File: src/rtl/eth_pkg.sv
// -----------------------------------------------------------------------------
// eth_pkg
// Shared Ethernet constants and the transmit framer state type.
// Used by eth_tx_framer and eth_crc32_d8 (and later by the RX path).
// -----------------------------------------------------------------------------
package eth_pkg;

    localparam logic [7:0]  ETH_PREAMBLE    = 8'h55;
    localparam logic [7:0]  ETH_SFD         = 8'hD5;
    localparam logic [31:0] ETH_CRC_POLY    = 32'hEDB88320;
    localparam logic [31:0] ETH_CRC_INIT    = 32'hFFFFFFFF;
    localparam logic [31:0] ETH_CRC_RESIDUE = 32'hDEBB20E3;

    // Preamble bytes (0x55) sent before the SFD.
    localparam logic [15:0] ETH_PREAMBLE_LEN = 16'd7;

    typedef enum logic [2:0] {
        ST_IDLE,
        ST_PREAMBLE,
        ST_SFD,
        ST_PAYLOAD,
        ST_PAD,
        ST_FCS,
        ST_ABORT,
        ST_IPG
    } eth_tx_state_t;

endpackage

File: src/rtl/eth_crc32_d8.sv
// -----------------------------------------------------------------------------
// eth_crc32_d8
// Combinational one-byte step of the reflected Ethernet CRC-32
// (poly 0xEDB88320). Data bits are consumed LSB first.
//   crc_in  [31:0] : current CRC register value
//   d       [7:0]  : data byte
//   crc_out [31:0] : CRC register value after absorbing d
// -----------------------------------------------------------------------------
module eth_crc32_d8
    import eth_pkg::*;
(
    input  logic [31:0] crc_in,
    input  logic [7:0]  d,
    output logic [31:0] crc_out
);

    always_comb begin
        logic [31:0] w_c;
        w_c = crc_in;
        for (int unsigned i = 0; i < 8; i++) begin
            if (w_c[0] ^ d[i]) begin
                w_c = (w_c >> 1) ^ ETH_CRC_POLY;
            end else begin
                w_c = w_c >> 1;
            end
        end
        crc_out = w_c;
    end

endmodule

File: src/rtl/eth_tx_framer.sv
// -----------------------------------------------------------------------------
// eth_tx_framer
// Byte-wide Ethernet transmit framer feeding the RGMII TX DDR glue.
// Frame: 7x preamble, SFD, payload, optional zero pad, 4-byte FCS, IPG.
// Ports:
//   tx_clk, tx_rst_n          : byte clock, async active-low reset
//   in_valid/in_ready/in_data/in_last : payload byte stream
//   tx_en, tx_err, tx_data    : registered outputs to the RGMII glue
//   busy                      : frame start through end of IPG
//   frame_done                : pulse on last IPG cycle of a good frame
//   underrun                  : pulse when a frame is aborted
// -----------------------------------------------------------------------------
module eth_tx_framer
    import eth_pkg::*;
#(
    parameter int unsigned IPG_BYTES = 12,
    parameter int unsigned MIN_FRAME = 60,
    parameter bit          PAD_EN    = 1'b1
) (
    input  logic       tx_clk,
    input  logic       tx_rst_n,
    input  logic       in_valid,
    output logic       in_ready,
    input  logic [7:0] in_data,
    input  logic       in_last,
    output logic       tx_en,
    output logic       tx_err,
    output logic [7:0] tx_data,
    output logic       busy,
    output logic       frame_done,
    output logic       underrun
);

    localparam logic [15:0] IPG_CNT = 16'(IPG_BYTES);
    localparam logic [15:0] MIN_LEN = 16'(MIN_FRAME);

    // The state names the decision taken at the next clock edge; the output
    // registers hold the byte on the wire. After the last payload byte is
    // accepted, the state moves on (PAD/FCS) while that byte is still on the
    // wire, so in_ready can be decoded from the state alone.
    eth_tx_state_t r_state, w_state_nxt;

    logic [15:0] r_cnt, w_cnt_nxt;            // preamble / FCS / IPG position
    logic [15:0] r_byte_cnt, w_byte_cnt_nxt;  // bytes after SFD, saturating
    logic [31:0] r_crc, w_crc_nxt;
    logic        r_aborted, w_aborted_nxt;

    logic        r_tx_en, w_tx_en_nxt;
    logic        r_tx_err, w_tx_err_nxt;
    logic [7:0]  r_tx_data, w_tx_data_nxt;
    logic        r_busy;
    logic        r_frame_done, w_frame_done_nxt;
    logic        r_underrun, w_underrun_nxt;

    logic [7:0]  w_crc_byte;
    logic [31:0] w_crc_upd;
    logic [31:0] w_fcs;
    logic [15:0] w_byte_cnt_inc;

    // Pad bytes are zero; everything else absorbed into the CRC is in_data.
    assign w_crc_byte     = (r_state == ST_PAD) ? 8'h00 : in_data;
    assign w_fcs          = ~r_crc;
    assign w_byte_cnt_inc = (r_byte_cnt == 16'hFFFF) ? r_byte_cnt : r_byte_cnt + 16'd1;

    eth_crc32_d8 u_crc (
        .crc_in  (r_crc),
        .d       (w_crc_byte),
        .crc_out (w_crc_upd)
    );

    assign in_ready = (r_state == ST_SFD) || (r_state == ST_PAYLOAD);

    always_comb begin
        w_state_nxt      = r_state;
        w_cnt_nxt        = r_cnt;
        w_byte_cnt_nxt   = r_byte_cnt;
        w_crc_nxt        = r_crc;
        w_aborted_nxt    = r_aborted;
        w_tx_en_nxt      = 1'b0;
        w_tx_err_nxt     = 1'b0;
        w_tx_data_nxt    = 8'h00;
        w_frame_done_nxt = 1'b0;
        w_underrun_nxt   = 1'b0;

        case (r_state)
            ST_IDLE: begin
                if (in_valid) begin
                    w_state_nxt    = ST_PREAMBLE;
                    w_cnt_nxt      = 16'd1;
                    w_byte_cnt_nxt = '0;
                    w_aborted_nxt  = 1'b0;
                    w_tx_en_nxt    = 1'b1;
                    w_tx_data_nxt  = ETH_PREAMBLE;
                end
            end

            ST_PREAMBLE: begin
                w_tx_en_nxt = 1'b1;
                if (r_cnt >= ETH_PREAMBLE_LEN) begin
                    w_state_nxt   = ST_SFD;
                    w_cnt_nxt     = '0;
                    w_tx_data_nxt = ETH_SFD;
                end else begin
                    w_cnt_nxt     = r_cnt + 16'd1;
                    w_tx_data_nxt = ETH_PREAMBLE;
                end
            end

            ST_SFD, ST_PAYLOAD: begin
                w_tx_en_nxt = 1'b1;
                if (in_valid) begin
                    w_tx_data_nxt  = in_data;
                    w_crc_nxt      = w_crc_upd;
                    w_byte_cnt_nxt = w_byte_cnt_inc;
                    if (in_last) begin
                        w_cnt_nxt   = '0;
                        w_state_nxt = (PAD_EN && (w_byte_cnt_inc < MIN_LEN)) ? ST_PAD : ST_FCS;
                    end else begin
                        w_state_nxt = ST_PAYLOAD;
                    end
                end else begin
                    w_state_nxt    = ST_ABORT;
                    w_tx_err_nxt   = 1'b1;
                    w_underrun_nxt = 1'b1;
                    w_aborted_nxt  = 1'b1;
                end
            end

            ST_PAD: begin
                w_tx_en_nxt    = 1'b1;
                w_crc_nxt      = w_crc_upd;
                w_byte_cnt_nxt = w_byte_cnt_inc;
                if (w_byte_cnt_inc >= MIN_LEN) begin
                    w_state_nxt = ST_FCS;
                    w_cnt_nxt   = '0;
                end
            end

            ST_FCS: begin
                w_tx_en_nxt = 1'b1;
                case (r_cnt[1:0])
                    2'd0:    w_tx_data_nxt = w_fcs[7:0];
                    2'd1:    w_tx_data_nxt = w_fcs[15:8];
                    2'd2:    w_tx_data_nxt = w_fcs[23:16];
                    default: w_tx_data_nxt = w_fcs[31:24];
                endcase
                if (r_cnt >= 16'd3) begin
                    w_state_nxt = ST_IPG;
                    w_cnt_nxt   = '0;
                    w_crc_nxt   = ETH_CRC_INIT;
                end else begin
                    w_cnt_nxt = r_cnt + 16'd1;
                end
            end

            // The abort edge already drives the first idle byte, so the
            // IPG count starts at one to keep the gap length the same.
            ST_ABORT: begin
                w_state_nxt = ST_IPG;
                w_cnt_nxt   = 16'd1;
                w_crc_nxt   = ETH_CRC_INIT;
            end

            ST_IPG: begin
                if (r_cnt >= IPG_CNT) begin
                    w_state_nxt = ST_IDLE;
                    w_cnt_nxt   = '0;
                end else begin
                    w_cnt_nxt        = r_cnt + 16'd1;
                    w_frame_done_nxt = ((r_cnt + 16'd1) == IPG_CNT) && !r_aborted;
                end
            end

            default: begin
                w_state_nxt = ST_IDLE;
                w_cnt_nxt   = '0;
            end
        endcase
    end

    always_ff @(posedge tx_clk or negedge tx_rst_n) begin
        if (!tx_rst_n) begin
            r_state      <= ST_IDLE;
            r_cnt        <= '0;
            r_byte_cnt   <= '0;
            r_crc        <= ETH_CRC_INIT;
            r_aborted    <= 1'b0;
            r_tx_en      <= 1'b0;
            r_tx_err     <= 1'b0;
            r_tx_data    <= '0;
            r_busy       <= 1'b0;
            r_frame_done <= 1'b0;
            r_underrun   <= 1'b0;
        end else begin
            r_state      <= w_state_nxt;
            r_cnt        <= w_cnt_nxt;
            r_byte_cnt   <= w_byte_cnt_nxt;
            r_crc        <= w_crc_nxt;
            r_aborted    <= w_aborted_nxt;
            r_tx_en      <= w_tx_en_nxt;
            r_tx_err     <= w_tx_err_nxt;
            r_tx_data    <= w_tx_data_nxt;
            r_busy       <= (w_state_nxt != ST_IDLE);
            r_frame_done <= w_frame_done_nxt;
            r_underrun   <= w_underrun_nxt;
        end
    end

    assign tx_en      = r_tx_en;
    assign tx_err     = r_tx_err;
    assign tx_data    = r_tx_data;
    assign busy       = r_busy;
    assign frame_done = r_frame_done;
    assign underrun   = r_underrun;

endmodule
File: config.mk
export PLATFORM = sky130hd
export DESIGN_NAME = eth_tx_framer
export DESIGN_NICKNAME = d
export VERILOG_FILES = /design/src/rtl/eth_pkg.sv /design/src/rtl/eth_crc32_d8.sv /design/src/rtl/eth_tx_framer.sv
export SDC_FILE = /design/constraint.sdc
export NUM_CORES = 1
export LEC_CHECK = 0
export CORE_UTILIZATION = 45
export CTS_BUF_LIST = sky130_fd_sc_hd__clkbuf_4 sky130_fd_sc_hd__clkbuf_8
export CTS_CLUSTER_DIAMETER = 120
export DETAILED_ROUTE_END_ITERATION = 10
export PLACE_DENSITY = 0.63
export SYNTH_ARGS = -nofsm -noshare
export SYNTH_HDL_FRONTEND = slang
export SYNTH_SLANG_ARGS = --single-unit
File: constraint.sdc
create_clock -name tx_clk -period 2.65 [get_ports tx_clk]
set_input_delay 0.53 -clock tx_clk [delete_from_list [all_inputs] [get_ports tx_clk]]
set_output_delay 0.53 -clock tx_clk [all_outputs]
set_load 0.005 [all_outputs]
# [Word-level counts from Yosys, hierarchy flattened]
# Index checks and enable logic that the tools add are counted.
[classes] addsub=2 n_lt_le_gt_ge=5 n_eq_ne=17 muxes=47 n_bitwise=17 n_reduce_logical=15
[ops] operator="$mux W32" n=10
[ops] operator="$mux W16" n=10
[ops] operator="$pmux W32 S4" n=1
[ops] operator="$not A13 Y14" n=8
[ops] operator="$pmux W16 S7" n=1
[ops] operator="$pmux W16 S3" n=1
[ops] operator="$add A16 B1 Y16 const B" n=2
[ops] operator="$not A32 Y32" n=1
[ops] operator="$pmux W8 S4" n=1
[ops] operator="$mux W8" n=3
[ops] operator="$pmux W8 S3" n=1
[ops] operator="$mux W3" n=7
[ops] operator="$pmux W3 S7" n=1
[ops] operator="$eq A16 B16 Y1 const B" n=1
[ops] operator="$eq A16 B4 Y1 const B" n=1
[ops] operator="$ge A16 B2 Y1 const B" n=1
[ops] operator="$ge A16 B3 Y1 const B" n=1
[ops] operator="$ge A16 B4 Y1 const B" n=1
[ops] operator="$ge A16 B6 Y1 const B" n=1
[ops] operator="$lt A16 B6 Y1 const B" n=1
[ops] operator="$eq A3 B3 Y1 const B" n=4
[ops] operator="$ne A2 B2 Y1 const B" n=5
[ops] operator="$reduce_and A3 Y1" n=3
[ops] operator="$mux W1" n=8
[ops] operator="other kinds (19)" n=29
[word_totals] register_bits=80 input_bits=12 wordCells=113

# [Logic depth before layout (Yosys ltp)]
# Gate-level depths: netlist of the first run.
[logic_depth] word_depth=20 depth_mapped=9 mapped_depth_nobuf=8

# [By module]
# From an unflattened synthesis of the first run, not the netlist that was laid out.
[hier_totals] hier_cells=488 area_unflattened_um2=4927.2
[modules_own_cells] mod="eth_tx_framer" n_inst=1 cells_each=418 area_per_inst_um2=4157.7 seq_area_each_um2=2042.0
[modules_own_cells] mod="eth_crc32_d8" n_inst=1 cells_each=70 area_per_inst_um2=769.5 seq_area_each_um2=0.0

# [Least setup slack after synthesis of the first run]
# OpenSTA, ideal clock, no wires.
[synth_timing] kind="register -> register" from="register r_byte_cnt[0]" to="register r_cnt[10]" setup_time_ps=78 t_arrival_ps=2463 required_time_ps=2572 setup_slack_ps=109 stages_incl_launch_ff=10 n_path_buf=2 path_cell_list="dfrtp_1 -> ha_1 -> nand4_1 -> or4_1 -> xor2_1 -> nand3_1 -> or4_4 -> buf_6 -> buf_6 -> a21boi_1"
[synth_between] elab_chain_len=5 elab_cells_between_ends=6 cone_classes="add/sub (1); order compare (1); eq/ne (2); mux (1); reduce/logical (1)"
[synth_lines] element="start: declaration" line="eth_tx_framer.sv:44" rtl="logic [15:0] r_byte_cnt, w_byte_cnt_nxt;"
[synth_lines] element="start signal: assignment" line="eth_tx_framer.sv:197" rtl="r_byte_cnt <= w_byte_cnt_nxt;"
[synth_lines] element="$add A16 B1 Y16 / $eq A16 B16 Y1 (equally long branches)" line="eth_tx_framer.sv:63" rtl="assign w_byte_cnt_inc = (r_byte_cnt == 16'hFFFF) ? r_byte_cnt : r_byte_cnt + 16'd1;"
[synth_lines] element="$mux W16 *" line="eth_tx_framer.sv:63"
[synth_lines] element="$ge A16 B6 Y1 *" line="eth_tx_framer.sv:133" rtl="if (w_byte_cnt_inc >= MIN_LEN) begin"
[synth_lines] element="$ne A2 B1 Y1 (no line) *"
[synth_lines] element="$reduce_and A4 Y1 (no line) *"
[synth_lines] element="end signal: assignment" line="eth_tx_framer.sv:196" rtl="r_cnt <= w_cnt_nxt;"
[synth_lines] element="end: declaration" line="eth_tx_framer.sv:43" rtl="logic [15:0] r_cnt, w_cnt_nxt;"
# Mark *: on every way between the ends. The rest lies on a longest branch, timed or not.
# A chain may end at the register's enable or synchronous reset.

# [Worst setup path in the final report of the first run]
[layout_timing] from="register r_byte_cnt[0]" to="register r_cnt[8]"
# Same word-level chain as after synthesis.

==> results of run 1 <==
==> repair_timing <==
item,CTS,global route
setup endpoints to repair,0,3
setup buffers,0,2
gates resized for setup,0,8
==> worst max-delay path, stage by stage, from the launching register on <==
cell and delay [ns]:
dfrtp_1 0.42, ha_1 0.20, nand4_1 0.17, or4_4 0.59
xor2_2 0.17, nand3_2 0.13, or4_4 0.61, a21boi_0 0.21
==> kinds of logic (layout without fill, tap and decap cells) <==
family | count (synthesis) | in the layout | share of synthesized area (%)
fa+ha+maj | 7 | 7 | 1.68
simple gates | 159 | 160 | 16.1
flops | 80 | 80 | 40.3
mux | 2 | 2 | 0.420
compound gates | 145 | 145 | 19.6
xor+xnor | 91 | 91 | 17.5
buf+inv | 46 | 77 | 4.40
==> area by class of cell <==
class / instances / area share [%]
clock buffer: 10 / 2.39
clock inverter: 6 / 1.19
inverter: 11 / 0.717
multi-input combinational: 405 / 49.2
sequential: 80 / 35.5
tap: 140 / 3.04
timing repair buffer: 50 / 7.99
==> cell usage in the layout (no fill, tap or decap), types with 3 or more instances in the layout <==
cell type	n
a21boi_0	7
a21boi_1	6
a21oi_1	29
a22oi_1	3
a2bb2oi_1	29
a31oi_1	3
and2_1	4
and3_1	4
buf_4	24
clkbuf_8	10
clkdlybuf4s50_1	24
clkinv_4	3
dfrtp_1	46
dfstp_2	32
ha_1	6
inv_1	11
nand2_1	48
nand2b_1	13
nand3_1	11
nand3_2	3
nand4_1	4
nor2_1	40
nor2b_1	6
nor3_1	6
nor4_1	5
o211ai_1	4
o21ai_0	32
o21ai_1	3
o221ai_1	6
o22a_1	4
o22ai_1	3
or2_2	3
or4_4	3
xnor2_1	47
xnor3_1	4
xor2_1	36
==> power breakdown <==
group	switching, uW	internal (uW)
clock	484	464
sequential	428	1780
combinational	2950	2840
==> state kept, by name (all words and copies together), names as in the netlist <==
register / cells
tx_en: 1
r_crc: 32
r_cnt: 16
frame_done: 1
tx_data: 8
r_state: 3
r_aborted: 1
underrun: 1
busy: 1
r_byte_cnt: 16
==> per-layer routing <==
layer / GRT usage [%] / vias up / wire length, um
met5: 0 / - / 0
met4: 7.73 / 0 / 150
met3: 4.46 / 12 / 494
met2: 36.9 / 81 / 6080
met1: 30.6 / 1921 / 5680
li1: - / 1908 / -
==> metrics by stage <==
stage,util [%],setup TNS [ns]
2_1_floorplan,-,0
3_3_place_gp,50.5,0
3_5_place_dp,50.5,0
4_1_cts,52.4,0
5_1_grt,52.9,-0.0185
6_report,52.9,0
==> path summary, 6_finish.rpt <==
kind | endpoint | slack (ns)
setup / recovery | r_cnt[8] | 0.06
setup reg to reg | r_cnt[8] | 0.06
hold reg to reg | r_crc[28] | 0.52
hold / removal | tx_data[5] | 0.11
min in group tx_clk | r_crc[28] | 0.52
max in group asynchronous | r_crc[23] | 1.90
==> impl_results.md, run 1 <==
* Kind of critical path: reg2reg
* Largest net degree at the start of global routing at 48
* Clk slew on worst S/H paths at 0.09 ns
* Synth area leader: dfrtp_1
* Fmax at 386 MHz
* Register area at 2040 um2
* Area share of the largest cell type after synthesis at 23.7%
* Crit path max fanout at 8
* Reg2Reg Launch Point: r_byte_cnt[0]
* Core Rows at 38
* Vias in the first global route at 3,952
* Ys Warns at 0
* Multi-input gate area at 2830 um2
* Non-Filler Instances at 702
* Worst setup SP type: flop
* Initial antenna violation count at 0
* Routed vias/inst at 5.59
* Yosys cell types at 65
* Placed Area at 5500 um2
* CTS Buffer Depth at 2
* Static Leak at 0.00233 uW
* H-tree levels at 3
* Worst R2R Path Depth at 7
* Post-route total power at 8960 uW
* Synthesized area per cell at 9.55 um2
* Min Tclk post-route at 2.59 ns
* Max_cap viols at 0
* Total CTS buffers at 9
* # IOs at 26
* Post-detailed-route wirelength per cell at 17.7 um
* Starting density of the core at 46.5%
* Crit end category: flop
* HPWL after DPL at 8530 um
* Synth top area cells: dfrtp_1, dfstp_2, xnor2_1
* Nets at 575
* First-pass GRT wire length at 20,400 um
* Final Hold Viols at 0
* CTS tree: done
* Setup slack at placement at 0.00375 ns
* Gr ovfl total at 0
* Post-route ant nets at 0
* Placed Cells at 683
* Synth Flop Type: dfrtp_1
* Vias at 3,922
* Slew @ Worst Pin at 0.759 ns
* IO buf count at 25
* DRC violations left at 0
* Period utilisation layout at 97.7%
* GP Congestion at 0.889
* Post-synthesis register bit count at 80
* Share of layout cells above drive strength 1 at 17.4%
* CORE AREA at 10,900 um2
* WHS at 0.108 ns
* Hold_buf cts at 0
* Register area share after synthesis at 40.3%
* Gate Count Post-Synth at 530
* Area delta synth->final at 13.7%
* Crit. Startpoint: r_byte_cnt[0]
* Worst Hold Class: in2async
* Slew Limit Fails at 0
* Filler instances at 991
* Worst clock skew at 0.0115 ns
* CTS root buffer: clkbuf_8
* TritonCTS Sinks at 80
* Number of synthesized flops with an enable pin at 0
* Cell Area, Synth at 5060 um2
* P per Cell Area at 1550 nW/um2
* Critical Path RT at 2.94 ns
* Critical Path AT at 2.88 ns
* Synth cell count leaders: dfrtp_1, nand2_1, xnor2_1, nor2_1, xor2_1
* Peak supply drop at 0.000807 V
* Setup ws final at 0.0613 ns
* Final setup fails at 0
* Slew HR at 49.0%
* Final standard cell area without fillers at 5760 um2
* Clk_lat worst skew at 0.37 ns
* Total track usage at 22.9%
* Die H at 108 um
* Mapped Nets at 548
* Run status: finished, final reports clean
* Total iterations of the first detailed-routing run at 4
* Post-synth ARST share at 100%
* Final wirelength at 12,400 um
* Area of the die at 11,700 um2
* N_diodes at 0
* Die W at 108 um
* DRT iter0 DRCs at 237
Note: power is estimated with default switching activity, not from simulation.
==> run 2: changes to the inputs <==
--- a/config.mk
+++ b/config.mk
@@ -9,6 +9,7 @@
 export CTS_BUF_LIST = sky130_fd_sc_hd__clkbuf_4 sky130_fd_sc_hd__clkbuf_8
 export CTS_CLUSTER_DIAMETER = 120
 export DETAILED_ROUTE_END_ITERATION = 10
+export GPL_ROUTABILITY_DRIVEN = 0
 export PLACE_DENSITY = 0.63
 export SYNTH_ARGS = -nofsm -noshare
 export SYNTH_HDL_FRONTEND = slang
==> results of run 2 <==
Same layout as run 1: the final DEF is identical, and so are final timing and power.
